**config.mk**
```make
export PLATFORM = sky130hd
export DESIGN_NAME = lane_serializer
export DESIGN_NICKNAME = d
export VERILOG_FILES = /design/src/rtl/lane_serializer.sv
export SDC_FILE = /design/constraint.sdc
export NUM_CORES = 1
export LEC_CHECK = 0
export ABC_AREA = 1
export BUFFER_PORTS_ARGS = -buffer_cell sky130_fd_sc_hd__buf_4
export CAP_MARGIN = 5
export CORE_ASPECT_RATIO = 0.5
export CORE_MARGIN = 3
export CORE_UTILIZATION = 29
export DETAILED_ROUTE_END_ITERATION = 8
export SLEW_MARGIN = 0
export SYNTH_ARGS = -nofsm -noshare
export SYNTH_HDL_FRONTEND = slang
export SYNTH_SLANG_ARGS = --single-unit
```
**constraint.sdc**
```tcl
create_clock -name clk -period 1.7 [get_ports clk]
set_input_delay 0.085 -clock clk [delete_from_list [all_inputs] [get_ports clk]]
set_output_delay 0.085 -clock clk [all_outputs]
set_load 0.005 [all_outputs]
```
**src/rtl/lane_serializer.sv**
```systemverilog
// Parallel-to-serial lane converter with start/last framing,
// a one-word holding buffer and a programmable inter-frame gap.
module lane_serializer #(
  parameter int DATA_WIDTH = 8,
  parameter int LANES      = 1,
  parameter int GAP_CYCLES = 0
) (
  input  logic                  clk,
  input  logic                  rst,
  input  logic [DATA_WIDTH-1:0] parallel_in,
  input  logic                  lsb_first,
  input  logic                  valid,
  output logic                  ready,
  output logic [LANES-1:0]      serial_out,
  output logic                  enable,
  output logic                  start,
  output logic                  last,
  output logic                  busy
);

  localparam int BEATS = DATA_WIDTH / LANES;
  localparam int BW    = (BEATS > 1) ? $clog2(BEATS) : 1;
  localparam logic [BW-1:0] LAST_BEAT = BW'(BEATS - 1);
  localparam logic [7:0] GAP_LAST =
    8'((GAP_CYCLES > 0) ? GAP_CYCLES - 1 : 0);

  generate
    if (DATA_WIDTH < 2) begin : g_bad_width
      $error("DATA_WIDTH must be at least 2");
    end
    if (DATA_WIDTH % LANES != 0) begin : g_bad_lanes
      $error("DATA_WIDTH must be a multiple of LANES");
    end
    if (GAP_CYCLES < 0 || GAP_CYCLES > 255) begin : g_bad_gap
      $error("GAP_CYCLES must be in 0..255");
    end
  endgenerate

  typedef enum logic [1:0] {
    S_IDLE,
    S_SHIFT,
    S_GAP
  } state_t;

  state_t                r_state;
  state_t                w_state_nxt;
  logic [DATA_WIDTH-1:0] r_sh;
  logic [DATA_WIDTH-1:0] r_buf;
  logic                  r_lsb;
  logic                  r_buf_lsb;
  logic                  r_buf_full;
  logic [BW-1:0]         r_beat;
  logic [7:0]            r_gap;

  logic                  w_accept;
  logic                  w_final;
  logic                  w_free;
  logic                  w_launch;
  logic                  w_buf_wr;
  logic [DATA_WIDTH-1:0] w_ld_word;
  logic                  w_ld_lsb;

  assign ready    = !r_buf_full && !rst;
  assign w_accept = valid && ready;
  assign w_final  = (r_state == S_SHIFT) && (r_beat == LAST_BEAT);

  // Buffered word always wins; otherwise bypass the incoming word.
  assign w_ld_word = r_buf_full ? r_buf : parallel_in;
  assign w_ld_lsb  = r_buf_full ? r_buf_lsb : lsb_first;

  always_comb begin
    w_free      = 1'b0;
    w_state_nxt = r_state;
    enable      = 1'b0;
    start       = 1'b0;
    last        = 1'b0;
    serial_out  = '0;
    unique case (r_state)
      S_IDLE:  w_free = 1'b1;
      S_SHIFT: w_free = w_final && (GAP_CYCLES == 0);
      S_GAP:   w_free = (r_gap == GAP_LAST);
      default: w_free = 1'b0;
    endcase
    w_launch = w_free && (r_buf_full || w_accept);
    w_buf_wr = w_accept && !(w_launch && !r_buf_full);
    unique case (r_state)
      S_IDLE: begin
        if (w_launch) w_state_nxt = S_SHIFT;
      end
      S_SHIFT: begin
        if (w_final) begin
          if (w_launch)            w_state_nxt = S_SHIFT;
          else if (GAP_CYCLES > 0) w_state_nxt = S_GAP;
          else                     w_state_nxt = S_IDLE;
        end
      end
      S_GAP: begin
        if (w_free) w_state_nxt = w_launch ? S_SHIFT : S_IDLE;
      end
      default: w_state_nxt = S_IDLE;
    endcase
    if (r_state == S_SHIFT) begin
      enable     = 1'b1;
      start      = (r_beat == '0);
      last       = w_final;
      serial_out = r_lsb ? r_sh[LANES-1:0]
                         : r_sh[DATA_WIDTH-1 -: LANES];
    end
  end

  assign busy = (r_state != S_IDLE) || r_buf_full;

  always_ff @(posedge clk) begin
    if (rst) begin
      r_state    <= S_IDLE;
      r_sh       <= '0;
      r_lsb      <= 1'b0;
      r_beat     <= '0;
      r_gap      <= '0;
      r_buf      <= '0;
      r_buf_lsb  <= 1'b0;
      r_buf_full <= 1'b0;
    end else begin
      r_state <= w_state_nxt;
      if (w_launch) begin
        r_sh   <= w_ld_word;
        r_lsb  <= w_ld_lsb;
        r_beat <= '0;
      end else if (r_state == S_SHIFT) begin
        r_sh   <= r_lsb ? (r_sh >> LANES) : (r_sh << LANES);
        r_beat <= r_beat + BW'(1);
      end
      if (r_state == S_GAP) r_gap <= r_gap + 8'd1;
      else                  r_gap <= '0;
      if (w_buf_wr) begin
        r_buf      <= parallel_in;
        r_buf_lsb  <= lsb_first;
        r_buf_full <= 1'b1;
      end else if (w_launch && r_buf_full) begin
        r_buf_full <= 1'b0;
      end
    end
  end

endmodule

```
Word level (Yosys, flattened, before mapping)

Cells that the tools add are included.

Div/mod/pow operators: 0
Multiplexer cells: 18
Reductions and logical operators: 21
Multiply operators: 0
Bitwise operators: 1
Equal/unequal tests: 6
Add/sub/neg operators: 2
Shifts and indexed selects: 0
Order comparisons: 0

Operators by type and width:

| cell                                                 | number |
|---|---|
| 2-to-1 mux 8 bit                                     | 4 |
| 2-to-1 mux 1 bit                                     | 9 |
| adder 8 x 1 -> 8 bit (second input constant)         | 1 |
| zero test 8 bit                                      | 1 |
| logical AND 1 bit                                    | 7 |
| 2-to-1 mux 2 bit                                     | 3 |
| != test 2 bit (second input constant)                | 3 |
| one-hot mux 2 bit (3 select lines)                   | 1 |
| nonzero test 2 bit                                   | 3 |
| OR reduction 2 bit                                   | 2 |
| adder 3 x 1 -> 3 bit (second input constant)         | 1 |
| equality test 3 bit (second input constant)          | 1 |
| zero test 1 bit                                      | 3 |
| zero test 3 bit                                      | 1 |
| one-hot mux 1 bit (3 select lines)                   | 1 |
| AND reduction 3 bit                                  | 1 |
| equality test 2 x 1 -> 1 bit (second input constant) | 1 |
| equality test 2 bit (second input constant)          | 1 |
| zero test 2 bit                                      | 1 |
| logical OR 1 bit                                     | 2 |
| inverter 1 bit                                       | 1 |

Bits in registers: 32
Bits in writable memories: 0
Latch bits: 0
Memories kept: 0
Memory bits (read-only): 0

Depth between registers and ports, before layout

Gate-level depths: netlist of the first run.

Depth in word-level cells: 9
Mapped depth: 9

Worst setup path after synthesis of the first run

Ideal clock, no wire load.

Path type: reg2reg
Start: register r_beat[0]
End: register r_sh[0]
Buffers on the path: 1
Arrival time: 1.263 ns
Cell stages (with the launch flop): 10
Setup time: 0.123 ns
Data required time: 1.577 ns
Clock period less this slack: 1.387 ns
Setup slack: 0.313 ns
Cell sequence: dfxtp_1 > ha_1 > ha_1 > nor2_8 > inv_6 > buf_6 > nand3_2 > nand2_1 > inv_1 > a21oi_2

Cells in the longest elaborated chain, start to end: 5

Ends and longest elaborated chain:

| what                                                   | RTL line | source |
|---|---|---|
| start: declaration                                     | 52       | `logic [BW-1:0] r_beat;` |
| start signal: assignment                               | 131      | `r_beat <= r_beat + BW'(1);` |
| equality test 3 bit (*)                                | 65       | `assign w_final = (r_state == S_SHIFT) && (r_beat == LAST_BEAT);` |
| logical AND 1 bit (*)                                  | 65       |  |
| one-hot mux 1 bit (3 select lines) (*)                 | 78       | `unique case (r_state)` |
| logical AND 1 bit (*)                                  | 84       | `w_launch = w_free && (r_buf_full \|\| w_accept);` |
| 2-to-1 mux 8 bit or nonzero test 2 bit (tied branches) | --       |  |
| end signal: assignment                                 | 126      | `r_sh <= w_ld_word;` |
| end signal: assignment                                 | 130      | `r_sh <= r_lsb ? (r_sh >> LANES) : (r_sh << LANES);` |
| end: declaration                                       | 47       | `logic [DATA_WIDTH-1:0] r_sh;` |

Every way passes the cells marked *; elsewhere a longest branch is shown, timed or not.
A chain may end at the register's enable or synchronous reset.

Final worst setup path of the first run

Ends and elaborated chain as after synthesis.

==> impl_metrics.yaml, run 1 <==
critical_path:
  end_kind: "flop"
  start_kind: "flop"
  path_max_fanout: 12
  crit_type: "flop to flop"
  worstPathRequired_ps: 1910
  crit_arrival_ps: 1740
power_and_ir_drop:
  power_density_nw_per_um2: 700
  irDropWorstVdd_mv: 0.300
  leakage_uw: 0.000718
  finalPower_uw: 1150
logic_synthesis:
  ys_top_cells_by_count: "nand2_1 (50), dfxtp_1 (23), nor2_1 (23)"
  synth_ff_type: "dfxtp_1"
  ys_ff_latch: 23
  syn_avg_cell_area_um2: 7.34
  synth_fp_nets: 211
  synthTopCellsByArea: "dfxtp_1 (32%), nand2_1 (13%), nand3_2 (10%)"
  synth.most_common_cell: "nand2_1"
  syn_area_um2: 1440
  synth_edf_count: 0
  postSynth.asyncResetShare_pct: 0
  ys.warnings.count: 0
  yosys.area.top_type: "dfxtp_1"
  synth_cell_types: 24
  seq_area_frac_synth_pct: 32.0
  synth_top_area_share_pct: 32.0
  synthCells: 196
cts:
  clkTransAtPathRegs_ps: 80
  cts_root_buf: "clkbuf_8"
  cts_resized: 0
  htree_num_levels: 1
  cts_setup_buffers: 0
  cts_tree: "yes"
  insertion_delay_ps: 260
  hold_buffers: 0
  clock-sinks: 23
  clock_tree.buffer_depth: 2
  cts_buffers: 3
routing:
  drt-vias-per-instance: 4.44
  drtPass1Iterations: 5
  first_iter_violations: 81
  wl_um: 2990
  wire_per_inst_um: 10.8
  ant_nets: 0
  vias: 1229
  drcViolationCount: 0
outcome:
  outcome: "finished, final reports clean"
min_path:
  hold_path.class: "primary input to flop"
sta:
  final.setup.tns_ps: 0
  finClkSkew_ps: 3.64
  tightest_slew_ps: 477
  fmax_mhz: 652
  rsz0062_at_grt: "false"
  slew_viol_final: 0
  period_share_pct: 90.2
  period_minus_slack_ps: 1530
  timing_hold_violations_final: 0
  hold_ws_ps: 53.3
  finalSetupViolations: 0
  relSlewSlack_pct: 68.2
finish:
  final_util_pct: 35.6
  nets: 227
  design_area_um2: 1640
  n_antenna_cell: 0
  area_growth_pct: 13.7
  drive_above_1_share_pct: 27.5
global_routing:
  grt_pass1_wl_um: 5280
  grt_antenna_before_repair: 0
  overflow: 0
  grt_max_degree: 18
  grt_usage_pct: 10.7
  grt_pass1_vias: 1137
placement:
  gp_congestion: 0.763
  placedInstanceArea_um2: 1590
  hpwl_um: 2270
  portBuffers: 17
die:
  ios: 18
  die_area_um2: 5890
  start_util_pct: 31.3
  core_um2: 4590
  num_rows: 17
  dieWidth_um: 106
  die-height_um: 55.8
job:
  timing.max_cap.violations: 0
## cell families (layout without fill, tap and decap cells)
family	count (synthesis)	in the layout	share of synthesized area [%]
AND/OR/NAND/NOR	105	105	38.8
buffers and inverters	34	49	12.8
AO/OA/AOI/OAI	31	31	13.8
flip-flops	23	23	32.0
adder cells (fa/ha/maj)	3	3	2.61
## per-layer routing
layer | GRT usage [%] | share of wire [%] | vias up | wire (um)
li1 | - | - | 645 | -
met1 | 14.7 | 49 | 552 | 1450
met2 | 17.6 | 45 | 30 | 1350
met3 | 2.55 | 5.6 | 2 | 167
met4 | 1.66 | 0.70 | 0 | 21
met5 | 0 | 0 | - | 0
## metrics by stage
step,cells,worst slack (ps)
2_1_floorplan,196,313
3_3_place_gp,273,230
3_5_place_dp,273,184
4_1_cts,277,155
5_1_grt,277,57.3
6_report,277,167
## placed cells by master (no fill, tap or decap)
master,n
nor2_2,2
ha_1,3
a21oi_2,8
inv_2,1
nor2_8,2
dfxtp_1,23
nand3b_1,1
o21ai_0,16
nand2_1,50
inv_1,20
nand3_2,15
clkinv_1,1
nand2_4,2
nand3_1,9
clkbuf_1,1
inv_4,2
a21oi_1,6
clkbuf_8,3
nor2_1,23
o21bai_4,1
buf_4,20
nand2_2,1
inv_6,1
## sequential cells by signal (all words and copies together), names as in the netlist
register and count:
r_buf_full 1, r_buf 8, r_buf_lsb 1, r_beat 3
r_sh 8, r_state 1, r_lsb 1
## path summary, 6_finish.rpt
| kind | from | to | slack, ps | cells after the start |
|---|---|---|---|---|
| worst max-delay path | r_beat[0]$_SDFFE_PP0P_ | r_sh[0]$_SDFFE_PP0P_ | 170 | 7 |
| worst min-delay path | lsb_first | r_buf_lsb$_SDFFE_PP0P_ | 50 | 3 |
| worst max register to register | r_beat[0]$_SDFFE_PP0P_ | r_sh[0]$_SDFFE_PP0P_ | 170 | 7 |
| worst min register to register | r_beat[2]$_SDFFE_PP0P_ | r_beat[2]$_SDFFE_PP0P_ | 500 | 2 |
## critical path, stage by stage, from the launching register on
cell	delay, ps
dfxtp_1	330
ha_1	200
ha_1	260
nor2_8	160
inv_6	90
nand2_4	170
nand3b_1	120
a21oi_2	150
## power breakdown
| group | total, uW | internal, uW | switching, uW |
|---|---|---|---|
| Combinational | 218 | 83.7 | 135 |
| Sequential | 586 | 563 | 23.1 |
| Clock | 342 | 167 | 175 |
| Total | 1150 | 814 | 332 |
## cell type report
type | count | area [um^2]
clock buffers | 4 | 45.0
fillers | 477 | 2960
inverters | 25 | 104
multi-input cells | 139 | 795
flip-flops and latches | 23 | 460
well taps | 66 | 82.6
repair buffers | 20 | 150
No activity file was read; power rests on OpenSTA's default activity.
==> run 2: changes to the inputs <==
- CORE_MARGIN: 3 -> 5
==> impl_metrics.yaml, run 2 (synthesized netlist as in run 1, its figures left out) <==
power_and_ir_drop:
  pwr-share-clk_pct: 29.9
  power_frac_seq_pct: 51.6
  p_sw_uw: 329
  sw_frac_of_total_pct: 28.8
  internal_power_uw: 812
  power_density_nw_per_um2: 698
  combPwrFrac_pct: 18.6
  leakage_uw: 0.000713
  irDropWorstVdd_mv: 0.229
critical_path:
  path_max_fanout: 12
  end_kind: "flop"
  r2r_setup_slack_ps: 180
  crit_arrival_ps: 1670
  crit_type: "flop to flop"
  worstPathRequired_ps: 1860
  start_kind: "flop"
  ff2ff_path_depth: 8
  r2r_end: "r_buf[1]$_SDFFE_PP0P_"
  r2r_start: "r_beat[0]$_SDFFE_PP0P_"
sta:
  timing_hold_violations_final: 0
  period_share_pct: 89.2
  final.setup.tns_ps: 0
  finClkSkew_ps: 4.89
  period_minus_slack_ps: 1520
  slew_viol_final: 0
  finalSetupViolations: 0
  rsz0062_at_grt: "false"
  tightest_slew_ps: 478
  fmax_mhz: 659
  relSlewSlack_pct: 68.1
min_path:
  hold_path.class: "primary input to flop"
  min_from: "parallel_in[7]"
  whs_path_depth: 3
  min_to: "r_buf[7]$_SDFFE_PP0P_"
global_routing:
  grt_pass1_wl_um: 5280
  overflow: 0
  grt_antenna_before_repair: 0
  grt_max_degree: 18
  grt_usage_pct: 10.1
  grt_pass1_vias: 1194
routing:
  vias: 1205
  top_layer_used: "met4"
  ant_nets: 0
  first_iter_violations: 71
  drcViolationCount: 0
  wl_met2_um: 1420
  drt-vias-per-instance: 4.30
  wl_met1_um: 1490
  drtPass1Iterations: 4
  wl_met3_um: 56
  wire_per_inst_um: 10.7
  wl_um: 2990
die:
  num_rows: 18
  die-height_um: 59.8
  die_area_um2: 6560
  dieWidth_um: 110
  ios: 18
  core_um2: 4860
  start_util_pct: 29.6
cts:
  clock_tree.buffer_depth: 2
  cts_tree: "yes"
  hold_buffers: 0
  clkTransAtPathRegs_ps: 80
  htree_num_levels: 1
  insertion_delay_ps: 260
  cts_buffers: 3
  cts_root_buf: "clkbuf_8"
  clock-sinks: 23
placement:
  hpwl_um: 2210
  portBuffers: 17
  gp_congestion: 0.779
  placedInstanceArea_um2: 1590
finish:
  drive_above_1_share_pct: 27.6
  area_growth_pct: 13.7
  design_area_um2: 1640
  n_antenna_cell: 0
  mostFrequentLayoutCells: "nand2_1 (50), nor2_1 (23), dfxtp_1 (22), inv_1 (20), buf_4 (19)"
  final_common_cell: "nand2_1"
  nets: 226
  largestRegisters: "r_buf x8, r_sh x8, r_beat x3"
outcome:
  outcome: "finished, final reports clean"
job:
  timing.max_cap.violations: 0
## run 2: through the flow
stage | worst slack [ps] | hold WS (ps) | utilization (%) | total power, uW | instances
2_1_floorplan | 313 | 154 | - | 761 | 196
3_3_place_gp | 233 | 317 | 32.7 | 811 | 276
3_5_place_dp | 177 | 327 | 32.7 | 815 | 276
4_1_cts | 114 | 43.1 | 33.6 | 1170 | 280
5_1_grt | 62.6 | 48.3 | 33.6 | 1220 | 280
6_report | 183 | 49.9 | 33.6 | 1140 | 280
## run 2: worst max-delay path: stages (launching register included)
cell	delay (ps)
dfxtp_1	330
ha_1	190
ha_1	250
nor2_8	150
inv_6	90
nor2_8	160
inv_4	90
nor2_1	90
nor2_1	50
## run 2: timing repair
| action | CTS | global route |
|---|---|---|
| buffers inserted | 0 | 0 |
| resized for setup | 0 | 1 |
| setup endpoints to repair | 0 | 1 |
## run 2: routing by layer
metal / global-route usage (%) / up-vias
li1: - / 641
met1: 12.2 / 552
met2: 18.1 / 10
met3: 2.59 / 2
met4: 2.66 / 0
met5: 0 / -
## run 2: how the worst max path moves through the flow
stage,slack (ps),depth (start not counted),endpoint,from
finish,180,8,r_buf[1]$_SDFFE_PP0P_,r_beat[0]$_SDFFE_PP0P_
global route,60,8,r_buf[6]$_SDFFE_PP0P_,r_beat[0]$_SDFFE_PP0P_
CTS,110,4,serial_out,r_state[0]$_SDFFE_PP0P_
detailed placement,180,8,r_buf[1]$_SDFFE_PP0P_,r_beat[0]$_SDFFE_PP0P_
global placement,230,8,r_buf[1]$_SDFFE_PP0P_,r_beat[0]$_SDFFE_PP0P_
floorplan,310,9,r_sh[0]$_SDFFE_PP0P_,r_beat[0]$_SDFFE_PP0P_
## run 2: cell type report
class                   instances  area (um^2)
multi-input cells             139          795
well taps                      70         87.6
inverters                      25          104
clock buffers                   4         45.0
flip-flops and latches         23          462
repair buffers                 19          143
fillers                       541         3230
## run 2: power by group through the flow
stage          Clock (uW)  Sequential (uW)  Combinational, uW
3_5_place_dp            0              600                214
6_report              341              588                212
3_3_place_gp            0              600                211
4_1_cts               364              588                215
5_1_grt               385              594                239
2_1_floorplan           0              587                174
==> run 3: changes to the inputs <==
- CTS_BUF_LIST: not set -> sky130_fd_sc_hd__clkbuf_2 sky130_fd_sc_hd__clkbuf_4 sky130_fd_sc_hd__clkbuf_8
- TNS_END_PERCENT: not set -> 100
==> impl_metrics.yaml, run 3 (synthesized netlist as in run 1, its figures left out) <==
outcome:
  outcome: "finished, final reports clean"
die:
  die_area_um2: 6560
  start_util_pct: 29.6
  die-height_um: 59.8
  dieWidth_um: 110
  ios: 18
  core_um2: 4860
  num_rows: 18
placement:
  portBuffers: 17
  hpwl_um: 2210
  gp_congestion: 0.779
  post-place-ws_ps: 177
cts:
  htree_num_levels: 1
  insertion_delay_ps: 260
  clock-sinks: 23
  clock_tree.buffer_depth: 2
  cts_root_buf: "clkbuf_8"
  clkTransAtPathRegs_ps: 80
  cts_setup_buffers: 0
  cts_tree: "yes"
  cts_buffers: 3
routing:
  first_iter_violations: 63
  drcViolationCount: 0
  wl_met3_um: 58
  vias: 1203
  wire_per_inst_um: 10.7
  wl_met2_um: 1440
  drt-vias-per-instance: 4.30
  top_layer_used: "met4"
  wl_um: 3010
  ant_nets: 0
  wl_met1_um: 1480
  drtPass1Iterations: 4
job:
  timing.max_cap.violations: 0
sta:
  slew_viol_final: 0
  finClkSkew_ps: 3.54
  tightest_slew_ps: 478
  final.setup.worst_slack_ps: 182
  relSlewSlack_pct: 68.1
  timing_hold_violations_final: 0
  rsz0062_at_grt: "false"
  final.setup.tns_ps: 0
  period_minus_slack_ps: 1520
  period_share_pct: 89.3
  fmax_mhz: 659
  finalSetupViolations: 0
min_path:
  hold_path.class: "primary input to flop"
global_routing:
  overflow: 0
  grt_usage_pct: 10.2
  grt_pass1_vias: 1190
  grt_antenna_before_repair: 0
  grt_pass1_wl_um: 5290
  grt_max_degree: 18
finish:
  nets: 226
  final_util_pct: 33.7
  final_common_cell: "nand2_1"
  largestRegisters: "r_buf x8, r_sh x8, r_beat x3"
  n_antenna_cell: 0
  drive_above_1_share_pct: 28.1
  mostFrequentLayoutCells: "nand2_1 (50), nor2_1 (23), dfxtp_1 (22), inv_1 (20), buf_4 (19)"
  area_growth_pct: 13.9
power_and_ir_drop:
  power_density_nw_per_um2: 707
  irDropWorstVdd_mv: 0.231
  leakage_uw: 0.000717
critical_path:
  start_kind: "flop"
  crit_arrival_ps: 1680
  path_max_fanout: 12
  r2r_setup_slack_ps: 180
  crit_type: "flop to flop"
  end_kind: "flop"
  worstPathRequired_ps: 1870
run 3: cell count changes in the layout (fill, tap and decap cells not counted):
cell	previous run	this run
clkbuf_1	1	0
clkbuf_4	0	1
run 3: worst max-delay path, stage by stage, from the launching register on:
cell and delay (ps):
dfxtp_1 330, ha_1 190, ha_1 250, nor2_8 150, inv_6 80, nor2_8 160
inv_4 90, nor2_1 100, nor2_1 50
run 3: final cells by class:
cell class / instances / area [um^2]
well taps: 70 / 87.6
flip-flops and latches: 23 / 462
multi-input cells: 139 / 795
inverters: 25 / 104
clock buffers: 4 / 48.8
repair buffers: 19 / 143
fillers: 545 / 3230
run 3: path summary, 6_finish.rpt:
kind | startpoint | to | cells after the start
worst max-delay path | r_beat[0]$_SDFFE_PP0P_ | r_buf[6]$_SDFFE_PP0P_ | 8
worst min-delay path | parallel_in[7] | r_buf[7]$_SDFFE_PP0P_ | 3
worst max register to register | r_beat[0]$_SDFFE_PP0P_ | r_buf[6]$_SDFFE_PP0P_ | 8
worst min register to register | r_beat[2]$_SDFFE_PP0P_ | r_beat[2]$_SDFFE_PP0P_ | 2
run 3: power breakdown:
part	switching, uW	internal (uW)	total, uW
registers	25.1	564	589
clock network	176	183	359
logic	130	81.3	212
run 3: timing repair:
item / in CTS / in global routing
hold endpoints to repair: 0 / 0
setup endpoints to repair: 0 / 1
hold buffers: 0 / 0
resized for setup: 0 / 1
run 3: routing by layer:
metal  global-route usage (%)  vias up
met1                     12.4      550
li1                         -      641
met2                     18.0       10
met4                     2.66        0
met3                     2.59        2
met5                        0        -
run 3: metrics by stage:
stage / std cells / area, um^2 / power [uW] / hold slack (ps)
after CTS: 280 / 1640 / 1180 / 43.1
final: 280 / 1640 / 1160 / 49.8
after global placement: 276 / 1590 / 811 / 317
after detailed placement: 276 / 1590 / 815 / 327
after global routing: 280 / 1640 / 1230 / 48.3
after floorplan: 196 / 1440 / 761 / 154
